`src/rtl/lsu_pkg.sv`:
```
// Shared types and constants for the load/store unit: FSM encoding, access-size
// codes, the latched request record and the alignment check.
package lsu_pkg;

    typedef enum logic [1:0] {
        ST_IDLE = 2'd0,
        ST_BUSY = 2'd1,
        ST_DONE = 2'd2,
        ST_ERR  = 2'd3
    } lsu_state_e;

    localparam logic [1:0] MASK_B = 2'b01;
    localparam logic [1:0] MASK_H = 2'b10;
    localparam logic [1:0] MASK_W = 2'b11;

    localparam int unsigned TIMEOUT_CYC_DEF = 255;

    typedef struct packed {
        logic [31:0] addr;
        logic [31:0] wdata;
        logic [1:0]  mask;
        logic        uns;
        logic        store;
    } lsu_req_t;

    // Encoding 00 falls into the word case, like everywhere else in the unit.
    function automatic logic is_misaligned(input logic [1:0] mask, input logic [1:0] off);
        case (mask)
            MASK_B:  return 1'b0;
            MASK_H:  return off[0];
            default: return off != 2'b00;
        endcase
    endfunction

endpackage

```
`src/rtl/lsu_ctrl_if.sv`:
```
// Data-memory bus between the LSU (master) and the memory (slave).
interface lsu_ctrl_if;

    logic        dmem_req;
    logic        dmem_we;
    logic [31:0] dmem_addr;
    logic [31:0] dmem_wdata;
    logic [3:0]  dmem_be;
    logic        dmem_ack;
    logic [31:0] dmem_rdata;

    modport master (
        output dmem_req, dmem_we, dmem_addr, dmem_wdata, dmem_be,
        input  dmem_ack, dmem_rdata
    );

    modport slave (
        input  dmem_req, dmem_we, dmem_addr, dmem_wdata, dmem_be,
        output dmem_ack, dmem_rdata
    );

endinterface

```
`src/rtl/lsu_align.sv`:
```
// Combinational lane logic: byte enables, store-data replication and
// load extraction with sign/zero extension. Low address bits are forced aligned.
module lsu_align
    import lsu_pkg::*;
(
    input  logic [1:0]  mask,
    input  logic [1:0]  offset,
    input  logic        ld_unsigned,
    input  logic [31:0] st_data,
    input  logic [31:0] rd_word,
    output logic [3:0]  be,
    output logic [31:0] st_lanes,
    output logic [31:0] ld_ext
);

    logic [1:0]  lane;
    logic [31:0] shifted;

    always_comb begin
        // NOTE: every output of a combinational block gets a default first so no path infers a latch.
        lane = 2'b00;
        case (mask)
            MASK_B:  lane = offset;
            MASK_H:  lane = {offset[1], 1'b0};
            default: lane = 2'b00;
        endcase
    end

    assign shifted = rd_word >> {lane, 3'b000};

    always_comb begin
        be       = 4'b1111;
        st_lanes = st_data;
        ld_ext   = shifted;
        case (mask)
            MASK_B: begin
                be       = 4'b0001 << lane;
                st_lanes = {4{st_data[7:0]}};
                ld_ext   = ld_unsigned ? {24'b0, shifted[7:0]}
                                       : {{24{shifted[7]}}, shifted[7:0]};
            end
            MASK_H: begin
                be       = 4'b0011 << lane;
                st_lanes = {2{st_data[15:0]}};
                ld_ext   = ld_unsigned ? {16'b0, shifted[15:0]}
                                       : {{16{shifted[15]}}, shifted[15:0]};
            end
            default: ;
        endcase
    end

endmodule

```
`src/rtl/lsu_ctrl.sv`:
```
// Load/store unit controller: IDLE/BUSY/DONE/ERR handshake to data memory with timeout.
// Optional misaligned-access trap when LSU_MISALIGN_TRAP_EN is defined.
module lsu_ctrl
    import lsu_pkg::*;
#(
    parameter int unsigned TIMEOUT_CYC = TIMEOUT_CYC_DEF
) (
    input  logic        clk,
    input  logic        rst_n,
    input  logic        mem_rd_en,
    input  logic        mem_wrt_en,
    input  logic [1:0]  mem_mask,
    input  logic        ld_unsigned,
    input  logic [31:0] addr,
    input  logic [31:0] wdata,
    output logic        stall,
    output logic [31:0] ld_data,
    output logic        ld_valid,
    output logic        bus_err,
    output logic        misalign,
    lsu_ctrl_if.master  dmem
);

    localparam logic [15:0] TMO = 16'(TIMEOUT_CYC);

    lsu_state_e  state_q, state_d;
    lsu_req_t    req_q, req_d;
    logic [15:0] cnt_q, cnt_d;
    logic [31:0] ld_data_q, ld_data_d;
    logic        mis_q, mis_d;

    logic        req_any, mis_req;
    logic [3:0]  be_w;
    logic [31:0] st_lanes, ld_ext;

    assign req_any = mem_rd_en | mem_wrt_en;

`ifdef LSU_MISALIGN_TRAP_EN
    assign mis_req = is_misaligned(mem_mask, addr[1:0]);
`else
    assign mis_req = 1'b0;
`endif

    lsu_align u_align (
        .mask        (req_q.mask),
        .offset      (req_q.addr[1:0]),
        .ld_unsigned (req_q.uns),
        .st_data     (req_q.wdata),
        .rd_word     (dmem.dmem_rdata),
        .be          (be_w),
        .st_lanes    (st_lanes),
        .ld_ext      (ld_ext)
    );

    always_ff @(posedge clk) begin
        // NOTE: sequential state uses non-blocking assignments only, so all flops update together.
        if (!rst_n) begin
            state_q   <= ST_IDLE;
            req_q     <= '0;
            cnt_q     <= '0;
            ld_data_q <= '0;
            mis_q     <= 1'b0;
        end else begin
            state_q   <= state_d;
            req_q     <= req_d;
            cnt_q     <= cnt_d;
            ld_data_q <= ld_data_d;
            mis_q     <= mis_d;
        end
    end

    always_comb begin
        state_d   = state_q;
        req_d     = req_q;
        cnt_d     = cnt_q;
        ld_data_d = ld_data_q;
        mis_d     = mis_q;
        case (state_q)
            ST_IDLE: begin
                if (req_any) begin
                    req_d.addr  = addr;
                    req_d.wdata = wdata;
                    req_d.mask  = mem_mask;
                    req_d.uns   = ld_unsigned;
                    req_d.store = mem_wrt_en;
                    mis_d       = mis_req;
                    cnt_d       = 16'd1;
                    if (mis_req) begin
                        state_d   = ST_ERR;
                        ld_data_d = '0;
                    end else begin
                        state_d   = ST_BUSY;
                    end
                end
            end
            // cnt_q holds the number of the current BUSY cycle; an ack beats the timeout.
            ST_BUSY: begin
                if (dmem.dmem_ack) begin
                    state_d = ST_DONE;
                    if (!req_q.store) ld_data_d = ld_ext;
                end else if (cnt_q == TMO) begin
                    state_d   = ST_ERR;
                    ld_data_d = '0;
                end else begin
                    cnt_d = cnt_q + 16'd1;
                end
            end
            ST_DONE: begin
                state_d = ST_IDLE;
                cnt_d   = '0;
            end
            default: begin
                state_d = ST_IDLE;
                cnt_d   = '0;
                mis_d   = 1'b0;
            end
        endcase
    end

    always_comb begin
        stall           = 1'b0;
        ld_valid        = 1'b0;
        bus_err         = 1'b0;
        misalign        = 1'b0;
        dmem.dmem_req   = 1'b0;
        dmem.dmem_we    = 1'b0;
        dmem.dmem_addr  = '0;
        dmem.dmem_wdata = '0;
        dmem.dmem_be    = '0;
        case (state_q)
            ST_IDLE: stall = req_any;
            ST_BUSY: begin
                stall           = 1'b1;
                dmem.dmem_req   = 1'b1;
                dmem.dmem_we    = req_q.store;
                dmem.dmem_addr  = {req_q.addr[31:2], 2'b00};
                dmem.dmem_wdata = st_lanes;
                dmem.dmem_be    = be_w;
            end
            ST_DONE: ld_valid = !req_q.store;
            default: begin
                bus_err  = !mis_q;
                misalign = mis_q;
            end
        endcase
    end

    assign ld_data = ld_data_q;

endmodule

```
`src/flat_wrapper.sv`:
```
// flat-port wrapper written by rule: the top's interface ports become plain ports
module lsu_ctrl_flat import lsu_pkg::*;
#(
    parameter int unsigned TIMEOUT_CYC = TIMEOUT_CYC_DEF
)
  (clk, rst_n, mem_rd_en, mem_wrt_en, mem_mask, ld_unsigned, addr, wdata, stall, ld_data, ld_valid, bus_err, misalign, dmem_dmem_req, dmem_dmem_we, dmem_dmem_addr, dmem_dmem_wdata, dmem_dmem_be, dmem_dmem_ack, dmem_dmem_rdata);
  lsu_ctrl_if dmem_i ();
  input  logic clk;
  input  logic rst_n;
  input  logic mem_rd_en;
  input  logic mem_wrt_en;
  input  logic [1:0] mem_mask;
  input  logic ld_unsigned;
  input  logic [31:0] addr;
  input  logic [31:0] wdata;
  output logic stall;
  output logic [31:0] ld_data;
  output logic ld_valid;
  output logic bus_err;
  output logic misalign;
  output wire logic [$bits(dmem_i.dmem_req)-1:0] dmem_dmem_req;
  output wire logic [$bits(dmem_i.dmem_we)-1:0] dmem_dmem_we;
  output wire logic [$bits(dmem_i.dmem_addr)-1:0] dmem_dmem_addr;
  output wire logic [$bits(dmem_i.dmem_wdata)-1:0] dmem_dmem_wdata;
  output wire logic [$bits(dmem_i.dmem_be)-1:0] dmem_dmem_be;
  input wire logic [$bits(dmem_i.dmem_ack)-1:0] dmem_dmem_ack;
  input wire logic [$bits(dmem_i.dmem_rdata)-1:0] dmem_dmem_rdata;
  assign dmem_dmem_req = dmem_i.dmem_req;
  assign dmem_dmem_we = dmem_i.dmem_we;
  assign dmem_dmem_addr = dmem_i.dmem_addr;
  assign dmem_dmem_wdata = dmem_i.dmem_wdata;
  assign dmem_dmem_be = dmem_i.dmem_be;
  assign dmem_i.dmem_ack = dmem_dmem_ack;
  assign dmem_i.dmem_rdata = dmem_dmem_rdata;
  lsu_ctrl #(.TIMEOUT_CYC(TIMEOUT_CYC)) u_core (.clk(clk), .rst_n(rst_n), .mem_rd_en(mem_rd_en), .mem_wrt_en(mem_wrt_en), .mem_mask(mem_mask), .ld_unsigned(ld_unsigned), .addr(addr), .wdata(wdata), .stall(stall), .ld_data(ld_data), .ld_valid(ld_valid), .bus_err(bus_err), .misalign(misalign), .dmem(dmem_i));
endmodule
```
`config.mk`:
```
export PLATFORM = sky130hd
export DESIGN_NAME = lsu_ctrl_flat
export DESIGN_NICKNAME = d
export VERILOG_FILES = /design/src/rtl/lsu_pkg.sv /design/src/rtl/lsu_ctrl_if.sv /design/src/rtl/lsu_align.sv /design/src/rtl/lsu_ctrl.sv /design/src/flat_wrapper.sv
export SDC_FILE = /design/constraint.sdc
export NUM_CORES = 1
export LEC_CHECK = 0
export BUFFER_PORTS_ARGS = -buffer_cell sky130_fd_sc_hd__buf_2
export CORE_AREA = 2 2 124 126
export CTS_CLUSTER_DIAMETER = 60
export DETAILED_ROUTE_END_ITERATION = 8
export DIE_AREA = 0 0 126 128
export GPL_ROUTABILITY_DRIVEN = 0
export MAX_ROUTING_LAYER = met4
export PLACE_DENSITY = 0.66
export SLEW_MARGIN = 15
export SYNTH_ARGS = -nofsm -noshare
export SYNTH_HDL_FRONTEND = slang
export SYNTH_SLANG_ARGS = --single-unit
```
`constraint.sdc`:
```
create_clock -name clk -period 3 [get_ports clk]
set_input_delay 0.6 -clock clk [delete_from_list [all_inputs] [get_ports clk]]
set_output_delay 0.6 -clock clk [all_outputs]
set_load 0.02 [all_outputs]
```
==> results.toml <==
[critical_path]
crit_path_start = "u_core.req_q[2]"
timing.rr.start = "u_core.req_q[2]"
worstSetupPathType = "register to primary output"
ff2ff_path_depth = 8
cp_max_fo = 16
r2r_end = "u_core.ld_data[20]"
arrival_ps = 2210
end_kind = "primary output"
r2r_slack_ps = 830
startpoint_type = "register"
cp.required_ps = 2400

[pwr]
irDropWorstVdd_uv = 429
total_leakage_power_nw = 3.59
power_density_mw_per_mm2 = 587

[logic_synthesis]
synth_async_sr_flop_share_pct = 0
ys_types = 58
syn_inst = 735
synth.cell_area_mm2 = 0.00579
ys_ff_latch = 118
ys_warn_count = 0
synth-seq-area-share_pct = 40.8
avgSynthCellArea_um2 = 7.87
synthFlopType = "dfxtp_1"
synth_edf_count = 0

[hold_path]
min-delay-start = "addr[19]"
hold-path-endpoint = "u_core.req_q[55]"
hold_class = "input pin to register"
hold_depth = 3

[floorplan]
dieWidth_um = 126
start_util_pct = 38.9
die_area_mm2 = 0.0161
coreArea_mm2 = 0.0149
ios = 210
die_h_um = 128
placementRows = 45

[clock_network]
cts_buffers = 17
cts_max_level = 4
path_clk_slew_ps = 50
ctsHoldBuffers = 0
root_buffer = "clkbuf_16"
cts.sinks = 118
clkLatencyLatePin_ps = 420
cts_buffer_depth = 2
tritoncts = "done"

[finish]
nets = 1026
utilization_pct = 50.5
areaGrowthSynthToFinish_pct = 29.6
finish.instance_area_mm2 = 0.00750
drive_gt1_share_pct = 28.9

[sta]
finalSetupTns_ps = 0
tightest_slew_ps = 737
fin_crit_ps = 2810
fmax_mhz = 356
maxSlewHeadroom_pct = 50.9
rsz0062_at_grt = "no"
hold_violations = 0
maxSlewViolCount = 0
finalCritPeriodShare_pct = 93.7
fin_worst_skew_ps = 10.7
setup_violations = 0

[job]
cap_violations = 0

[global_routing]
antenna_found_initial = 1
grt_max_degree = 69
grt_pass1_vias = 5386
gr-total-overflow = 0
grt_pass1_wl_um = 27200
grt.total_usage_pct = 21.7

[route]
drc = 0
postRouteAntennaNets = 0
vias = 5730
first_pass_iters = 5
viasPerCell = 5.12
wl_per_cell_um = 15.0
drt-initial-drc-count = 307
drt_wl_total_um = 16800

[place]
io_buffers = 206
dpl.hpwl_um = 11800
dpl_cell_area_mm2 = 0.00694

[run_status]
status = "finished clean"
-- cells in the final DEF, fill, tap and decap left out, types with 3 or more instances in the layout --
cell	count
nor2_1	33
and3_1	6
buf_2	206
o2111ai_1	3
nand2_1	180
a22o_1	16
or4_1	4
a21oi_1	104
clkinv_2	7
mux2i_1	28
o2bb2ai_1	14
o211ai_1	3
inv_1	21
nor3_1	3
xor2_1	6
nand3_1	10
a21oi_2	3
and2_1	44
and4_1	3
clkbuf_8	3
buf_4	12
clkbuf_16	17
conb_1	3
dfxtp_1	118
a22oi_1	15
a221o_1	7
o21ai_0	10
or3_1	5
-- metrics by stage --
step	hold WS, ps	std cells	total power, W	setup WS [ps]
after global placement	436	1088	0.00254	635
after floorplan	432	737	0.00227	616
after global routing	402	1120	0.00461	41.0
after detailed placement	442	1088	0.00255	619
after CTS	404	1119	0.00444	165
final	413	1120	0.00440	190
-- repair_timing --
item,4_1_cts,5_1_grt
hold endpoints to repair,0,0
buffers inserted,0,0
setup endpoints to repair,0,1
resized for setup,0,1
-- registers in the layout, indices dropped and copies added, names as in the netlist --
name and cells:
u_core.cnt_q 16, u_core.ld_data 32, u_core.req_q 68, u_core.state_q 2
-- per-layer routing --
layer	up-vias	wire, um	GRT usage, %
li1	2901	-	-
met1	2619	7560	27.6
met2	193	7810	33.9
met3	17	1220	5.47
met4	0	226	7.18
met5	-	0	-
-- critical path, stage by stage (launching register included) --
cell     delay (ps)
dfxtp_1         320
inv_1            60
ha_2            350
o21ba_4         330
and3_1          390
o31a_1          170
buf_2           160
-- worst max-delay path by stage --
stage	depth (start not counted)	endpoint
finish	6	dmem_dmem_be[2]
global placement	7	dmem_dmem_wdata[31]
detailed placement	7	dmem_dmem_wdata[31]
floorplan	8	dmem_dmem_be[0]
global route	6	dmem_dmem_be[2]
CTS	7	dmem_dmem_wdata[31]
-- cells in the mapped netlist, drive strengths merged, types with 2 or more instances --
library cell / count / area share, %
xor2: 6 / 0.91
nor3: 4 / 0.35
o2bb2ai: 14 / 2.1
nor3b: 3 / 0.48
nor2: 33 / 2.1
and3: 6 / 0.65
dfxtp: 118 / 41
a221oi: 2 / 0.41
and4: 4 / 0.65
o311ai: 2 / 0.30
o31a: 2 / 0.30
o211ai: 3 / 0.39
inv: 22 / 1.4
nand2b: 2 / 0.35
o31ai: 2 / 0.26
or3: 5 / 0.54
mux2i: 28 / 4.8
nor4: 2 / 0.74
o2111ai: 3 / 0.45
a22o: 16 / 2.4
or2: 2 / 0.22
nand4: 2 / 0.22
or4: 4 / 0.52
nand3: 10 / 0.86
ha: 3 / 0.65
a221o: 7 / 1.2
a21oi: 108 / 9.7
o21ai: 11 / 0.95
a22oi: 15 / 1.9
o21a: 2 / 0.26
buf: 24 / 2.5
nand2: 180 / 12
clkbuf: 34 / 2.2
and2: 45 / 4.9
-- where the power goes --
| part | internal [W] | switching, W | total, W |
|---|---|---|---|
| combinational | 0.000281 | 0.000490 | 0.000771 |
| sequential | 0.00167 | 0.0000694 | 0.00174 |
| clock | 0.00119 | 0.000704 | 0.00189 |
-- kinds of logic after synthesis --
group                    synth area share [%]
flip-flops                               40.8
AO/OA/AOI/OAI                            22.0
buffers and inverters                    6.14
other                                  0.0648
multiplexers                             4.84
XOR/XNOR                                0.908
AND/OR/NAND/NOR                          24.6
adder cells (fa/ha/maj)                 0.649
-- area by class of cell --
class	instances	area [um2]
Clock inverter	10	80.1
Multi-Input combinational cell	539	3100
Timing Repair Buffer	221	1170
Tap cell	188	235
Clock buffer	21	470
Inverter	22	82.6
Sequential cell	118	2360
Fill cell	1531	7360
Antenna cell	1	2.50
No activity file was read; power rests on OpenSTA's default activity.
